## src/rtl/alu_bist.sv

```systemverilog
// Built-in self-test sequencer for a 32-bit ALU: drives operand vectors
// (one fixed, the rest from a Galois LFSR) through ADD/SUB/OR/AND, checks the
// returned result, and reports error count and first failing vector/op.
module alu_bist #(
    parameter int unsigned NUM_VEC = 16,
    parameter logic [31:0] SEED    = 32'h1234_5678
) (
    input  logic        clk,
    input  logic        reset,
    input  logic        start,
    output logic [31:0] ALUA,
    output logic [31:0] ALUB,
    output logic [2:0]  ALUOp,
    input  logic [31:0] ALU,
    output logic        busy,
    output logic        done,
    output logic        pass,
    output logic [7:0]  err_cnt,
    output logic [10:0] first_fail
);

    typedef enum logic [1:0] {IDLE, DRIVE, CHECK, DONE} state_t;

    localparam logic [7:0]  LAST_VEC = 8'(NUM_VEC - 1);
    localparam logic [31:0] VEC0_A   = 32'hFFFF_FF0F;
    localparam logic [31:0] VEC0_B   = 32'h4000_0000;
    localparam logic [31:0] POLY     = 32'h8020_0003;

    state_t      state_q, state_d;
    logic [31:0] a_q, a_d, b_q, b_d, lfsr_q, lfsr_d;
    logic [2:0]  op_q, op_d;
    logic [7:0]  vec_q, vec_d;
    logic [7:0]  err_q, err_d;
    logic [10:0] ff_q, ff_d;
    logic [31:0] expected;
    logic [31:0] next_a, next_b;
    logic        start_run, last_op, last_vec, mismatch;

    function automatic logic [31:0] lfsr_step(input logic [31:0] s);
        return s[0] ? ((s >> 1) ^ POLY) : (s >> 1);
    endfunction

    assign start_run = start && (state_q == IDLE || state_q == DONE);
    assign last_op   = (op_q == 3'd3);
    assign last_vec  = (vec_q == LAST_VEC);
    assign next_a    = lfsr_step(lfsr_q);
    assign next_b    = lfsr_step(next_a);
    assign mismatch  = (ALU != expected);

    // Reference result for the operands currently driven to the ALU
    always_comb begin
        case (op_q)
            3'd0:    expected = a_q + b_q;
            3'd1:    expected = a_q - b_q;
            3'd2:    expected = a_q | b_q;
            default: expected = a_q & b_q;
        endcase
    end

    // State register
    always_ff @(posedge clk) begin
        if (!reset) state_q <= IDLE;
        else        state_q <= state_d;
    end

    // Next-state logic
    always_comb begin
        state_d = state_q;
        case (state_q)
            IDLE:    if (start) state_d = DRIVE;
            DRIVE:   state_d = CHECK;
            CHECK:   state_d = (last_op && last_vec) ? DONE : DRIVE;
            DONE:    if (start) state_d = DRIVE;
            default: state_d = IDLE;
        endcase
    end

    // FSM outputs
    always_comb begin
        busy = (state_q == DRIVE) || (state_q == CHECK);
        done = (state_q == DONE);
        pass = done && (err_q == '0);
    end

    // Datapath next-state: run setup, result checking, operand sequencing
    always_comb begin
        a_d    = a_q;
        b_d    = b_q;
        op_d   = op_q;
        vec_d  = vec_q;
        err_d  = err_q;
        ff_d   = ff_q;
        lfsr_d = lfsr_q;
        if (start_run) begin
            a_d    = VEC0_A;
            b_d    = VEC0_B;
            op_d   = '0;
            vec_d  = '0;
            err_d  = '0;
            ff_d   = '0;
            lfsr_d = SEED;
        end else if (state_q == CHECK) begin
            if (mismatch) begin
                if (err_q != 8'hFF) err_d = err_q + 8'd1;
                if (err_q == '0)    ff_d  = {vec_q, op_q};
            end
            // After the final op of the final vector, operands stay put for DONE
            if (!last_op) begin
                op_d = op_q + 3'd1;
            end else if (!last_vec) begin
                op_d   = '0;
                vec_d  = vec_q + 8'd1;
                a_d    = next_a;
                b_d    = next_b;
                lfsr_d = next_b;
            end
        end
    end

    // Datapath registers
    always_ff @(posedge clk) begin
        if (!reset) begin
            a_q    <= '0;
            b_q    <= '0;
            op_q   <= '0;
            vec_q  <= '0;
            err_q  <= '0;
            ff_q   <= '0;
            lfsr_q <= '0;
        end else begin
            a_q    <= a_d;
            b_q    <= b_d;
            op_q   <= op_d;
            vec_q  <= vec_d;
            err_q  <= err_d;
            ff_q   <= ff_d;
            lfsr_q <= lfsr_d;
        end
    end

    assign ALUA       = a_q;
    assign ALUB       = b_q;
    assign ALUOp      = op_q;
    assign err_cnt    = err_q;
    assign first_fail = ff_q;

endmodule

```

## config.mk

```make
export PLATFORM = sky130hd
export DESIGN_NAME = alu_bist
export DESIGN_NICKNAME = d
export VERILOG_FILES = /design/src/rtl/alu_bist.sv
export SDC_FILE = /design/constraint.sdc
export NUM_CORES = 1
export LEC_CHECK = 0
export BUFFER_PORTS_ARGS = -buffer_cell sky130_fd_sc_hd__buf_2
export CAP_MARGIN = 20
export CORE_MARGIN = 2
export CORE_UTILIZATION = 60
export CTS_BUF_LIST = sky130_fd_sc_hd__clkbuf_4
export DETAILED_ROUTE_END_ITERATION = 10
export GPL_TIMING_DRIVEN = 0
export HOLD_SLACK_MARGIN = 0.02
export PLACE_DENSITY_LB_ADDON = 0.08
export SLEW_MARGIN = 40
export SYNTH_ARGS = -nofsm -noshare
export SYNTH_HDL_FRONTEND = slang
export SYNTH_SLANG_ARGS = --single-unit
```

## constraint.sdc

```tcl
create_clock -name clk -period 7 [get_ports clk]
set_clock_uncertainty 0.15 [all_clocks]
set_input_delay 0.35 -clock clk [delete_from_list [all_inputs] [get_ports clk]]
set_output_delay 0.35 -clock clk [all_outputs]
set_load 0.005 [all_outputs]
```

==> run metrics <==
outcome finished, final reports clean; dpl cell area 0.00904 sq mm; Setup Crit Path Kind register to register; core footprint 0.0133 sq mm; worst-path fanout max 10; share of layout cells above drive strength 1 0.175; # IOs 124; first-pass GRT wire length 42.5 mm; post-CTS setup repair buffer count 0; final core occ 0.690; most frequent cell after synthesis nand2_1; DR WL/cell 19.2 microns; mapped cell area 0.00820 sq mm; Rows 42; Seq/Total Area, Yosys 0.237; First-pass DRT Iterations 8; top-area cell type share of the netlist area 0.237; Final Net Count 1341; H-tree Lvls 3; Final Hold Fails 0; CTS tree done; RSZ-0062 raised after global routing false; post-route design area 0.00918 sq mm; worst setup path start ALUB[0]; area leader, netlist dfxtp_1; RR Startpoint ALUB[0]; Worst Max-Slew Pin Slew 0.889 ns; post-cts hold buffer count 0; initial core utilization 0.617; DPL Wire Length 21.7 mm; Hold Path Class input pin to register; YS warnings 0; GR Overflow Total 0; die area 0.0146 sq mm; Mean Syn Cell Area 7.28 sq um; DRT antenna net count 0; Filler cells 1201; cts bufs inserted 9; CTS clk-pin slew, worst paths 0.14 ns; post-CTS sizing 0; Max Freq 151 MHz; final slew viol count 0; root buffer cell clkbuf_4; dominant cells by area after synthesis dfxtp_1, nand2_1, a21oi_1, ha_1, xnor2_1; Final GP Congestion 0.980; Critical Path Sink Type register; Yosys cell types 84; Post-Syn Instances 1126; Final Setup Violations 0; #FFs+latches synth 97; Most used DFF post-synth dfxtp_1; startpoint types register; Die W 121 microns; Post-synth ARST share 0; vias in the first global route 8059; Area Growth Syn to Fin 11.9%; Power Total 2.76 mW; Worst IR Drop VDD 222 uV; slew margin rel. 0.392; CP Capture Point err_cnt[1]; Post-route DRC 0; total track usage 0.370; WL final 27.7 mm; EDFF count, synth 0; Final min period 6.64 ns; 1st-iter DRT viols 1111; final hold slack 0.123 ns; Worst-Skew Late Latency 0.45 ns; post-synth net total 1207; clock sink count 97; Max Buffers Root-to-Sink 2; largest net degree at the start of global routing 16; Chip Height 121 microns; R2R cell count 23; Pwr per Cell Area 301 mW/mm^2; Max Cap Viol 0; WP data required 7.20 ns; Reg2Reg Setup Slack 0.36 ns; detailed-route via count 9057; arrival time worst endpoint 6.83 ns; Critical R2R Capture err_cnt[1]; WHS Path Cells 3; fin crit share 0.948; leak pwr 3.91 nW; Post-synth top cells nand2_1, a21oi_1, dfxtp_1; initial antenna violation count 1; Via density 6.28; setup TNS 0 ns; I/O Buffers 123
[worst max-delay path, stage by stage, from the launching register on]
cell and delay (ns):
dfxtp_1 0.46, inv_1 0.23, ha_1 0.24, nand2_1 0.10
or4_1 0.54, or2_2 0.34, nor2_1 0.33, a21oi_1 0.14
xnor2_1 0.15, ha_1 0.28, buf_2 0.19, nand2_1 0.12
o21ai_0 0.37, nor2_1 0.10, a31oi_2 0.46, mux2i_1 0.40
mux2i_1 0.15, nor4b_1 0.45, and4_1 0.30, nand4_1 0.33
o21ai_2 0.30, buf_6 0.16, mux2i_1 0.18, nor2_1 0.05
[routing by layer]
layer  wire length, microns  global-route usage
met1                  11600               0.504
met2                  12600               0.609
met3                   2570              0.0334
met4                    958               0.137
met5                      0                   0
[stage by stage]
step,worst slack (ns),std cells
final,0.362,1442
after CTS,0.336,1441
after global placement,0.361,1425
after floorplan,1.89,1126
after detailed placement,0.334,1425
after global routing,0.138,1442
[worst min path at each step]
stage | from | to | slack (ns)
3_5_place_dp | first_fail[2] | first_fail[2] | 0.29
4_1_cts | reset | lfsr_q[4] | 0.10
3_3_place_gp | first_fail[6] | first_fail[6] | 0.29
5_1_grt | reset | lfsr_q[4] | 0.11
6_report | reset | lfsr_q[4] | 0.12
2_1_floorplan | lfsr_q[30] | lfsr_q[30] | 0.29
[cells in the final DEF, fill, tap and decap left out, drive strengths merged, types with 6 or more instances in the layout]
cell type  Yosys  final
a211oi         8      8
a21o          10     10
a21oi        137    137
a22oi          8      8
a31oi         26     26
and3           8      8
buf           62    185
clkbuf        52     62
dfxtp         97     97
ha            45     45
inv           31     31
mux2i         21     21
nand2        184    184
nand2b        11     11
nand3         25     25
nand4         24     24
nor2          69     69
nor2b          6      6
nor3          21     21
nor4          13     13
o211ai        14     14
o21ai         65     65
o31ai          7      7
or3           13     13
or4            8      8
xnor2         43     43
xor2          29     29
[final cells by class]
| cell class | instances | area, sq um | share of cell area |
|---|---|---|---|
| diodes | 1 | 2.50 | 0.000273 |
| plain buffers | 114 | 622 | 0.0677 |
| clock buffers | 10 | 75.1 | 0.00818 |
| clock inverters | 6 | 58.8 | 0.00641 |
| inverters | 31 | 116 | 0.0127 |
| multi-input cells | 884 | 5530 | 0.602 |
| flip-flops and latches | 97 | 1940 | 0.212 |
| well taps | 176 | 220 | 0.0240 |
| repair buffers | 123 | 616 | 0.0671 |
[kinds of logic (layout without fill, tap and decap cells)]
logic type,count (synthesis),after routing,synth area share
compound gates,337,337,0.255
xor+xnor,73,73,0.0796
fa+ha+maj,47,47,0.0723
buf+inv,145,284,0.0900
flops,97,97,0.237
mux,22,22,0.0270
other cells,0,1,0
simple gates,405,405,0.239
[power breakdown]
| part | total (mW) | switching (mW) | internal (mW) |
|---|---|---|---|
| Combinational | 1.74 | 1.06 | 0.685 |
| Clock | 0.290 | 0.179 | 0.111 |
| Sequential | 0.726 | 0.110 | 0.617 |
| Total | 2.76 | 1.35 | 1.41 |
[state kept, by name (all words and copies together) (netlist names)]
register    count
first_fail     11
ALUOp           3
ALUB           28
ALUA           31
state_q         2
err_cnt         8
lfsr_q          6
vec_q           8
Note: power is estimated with default switching activity, not from simulation.
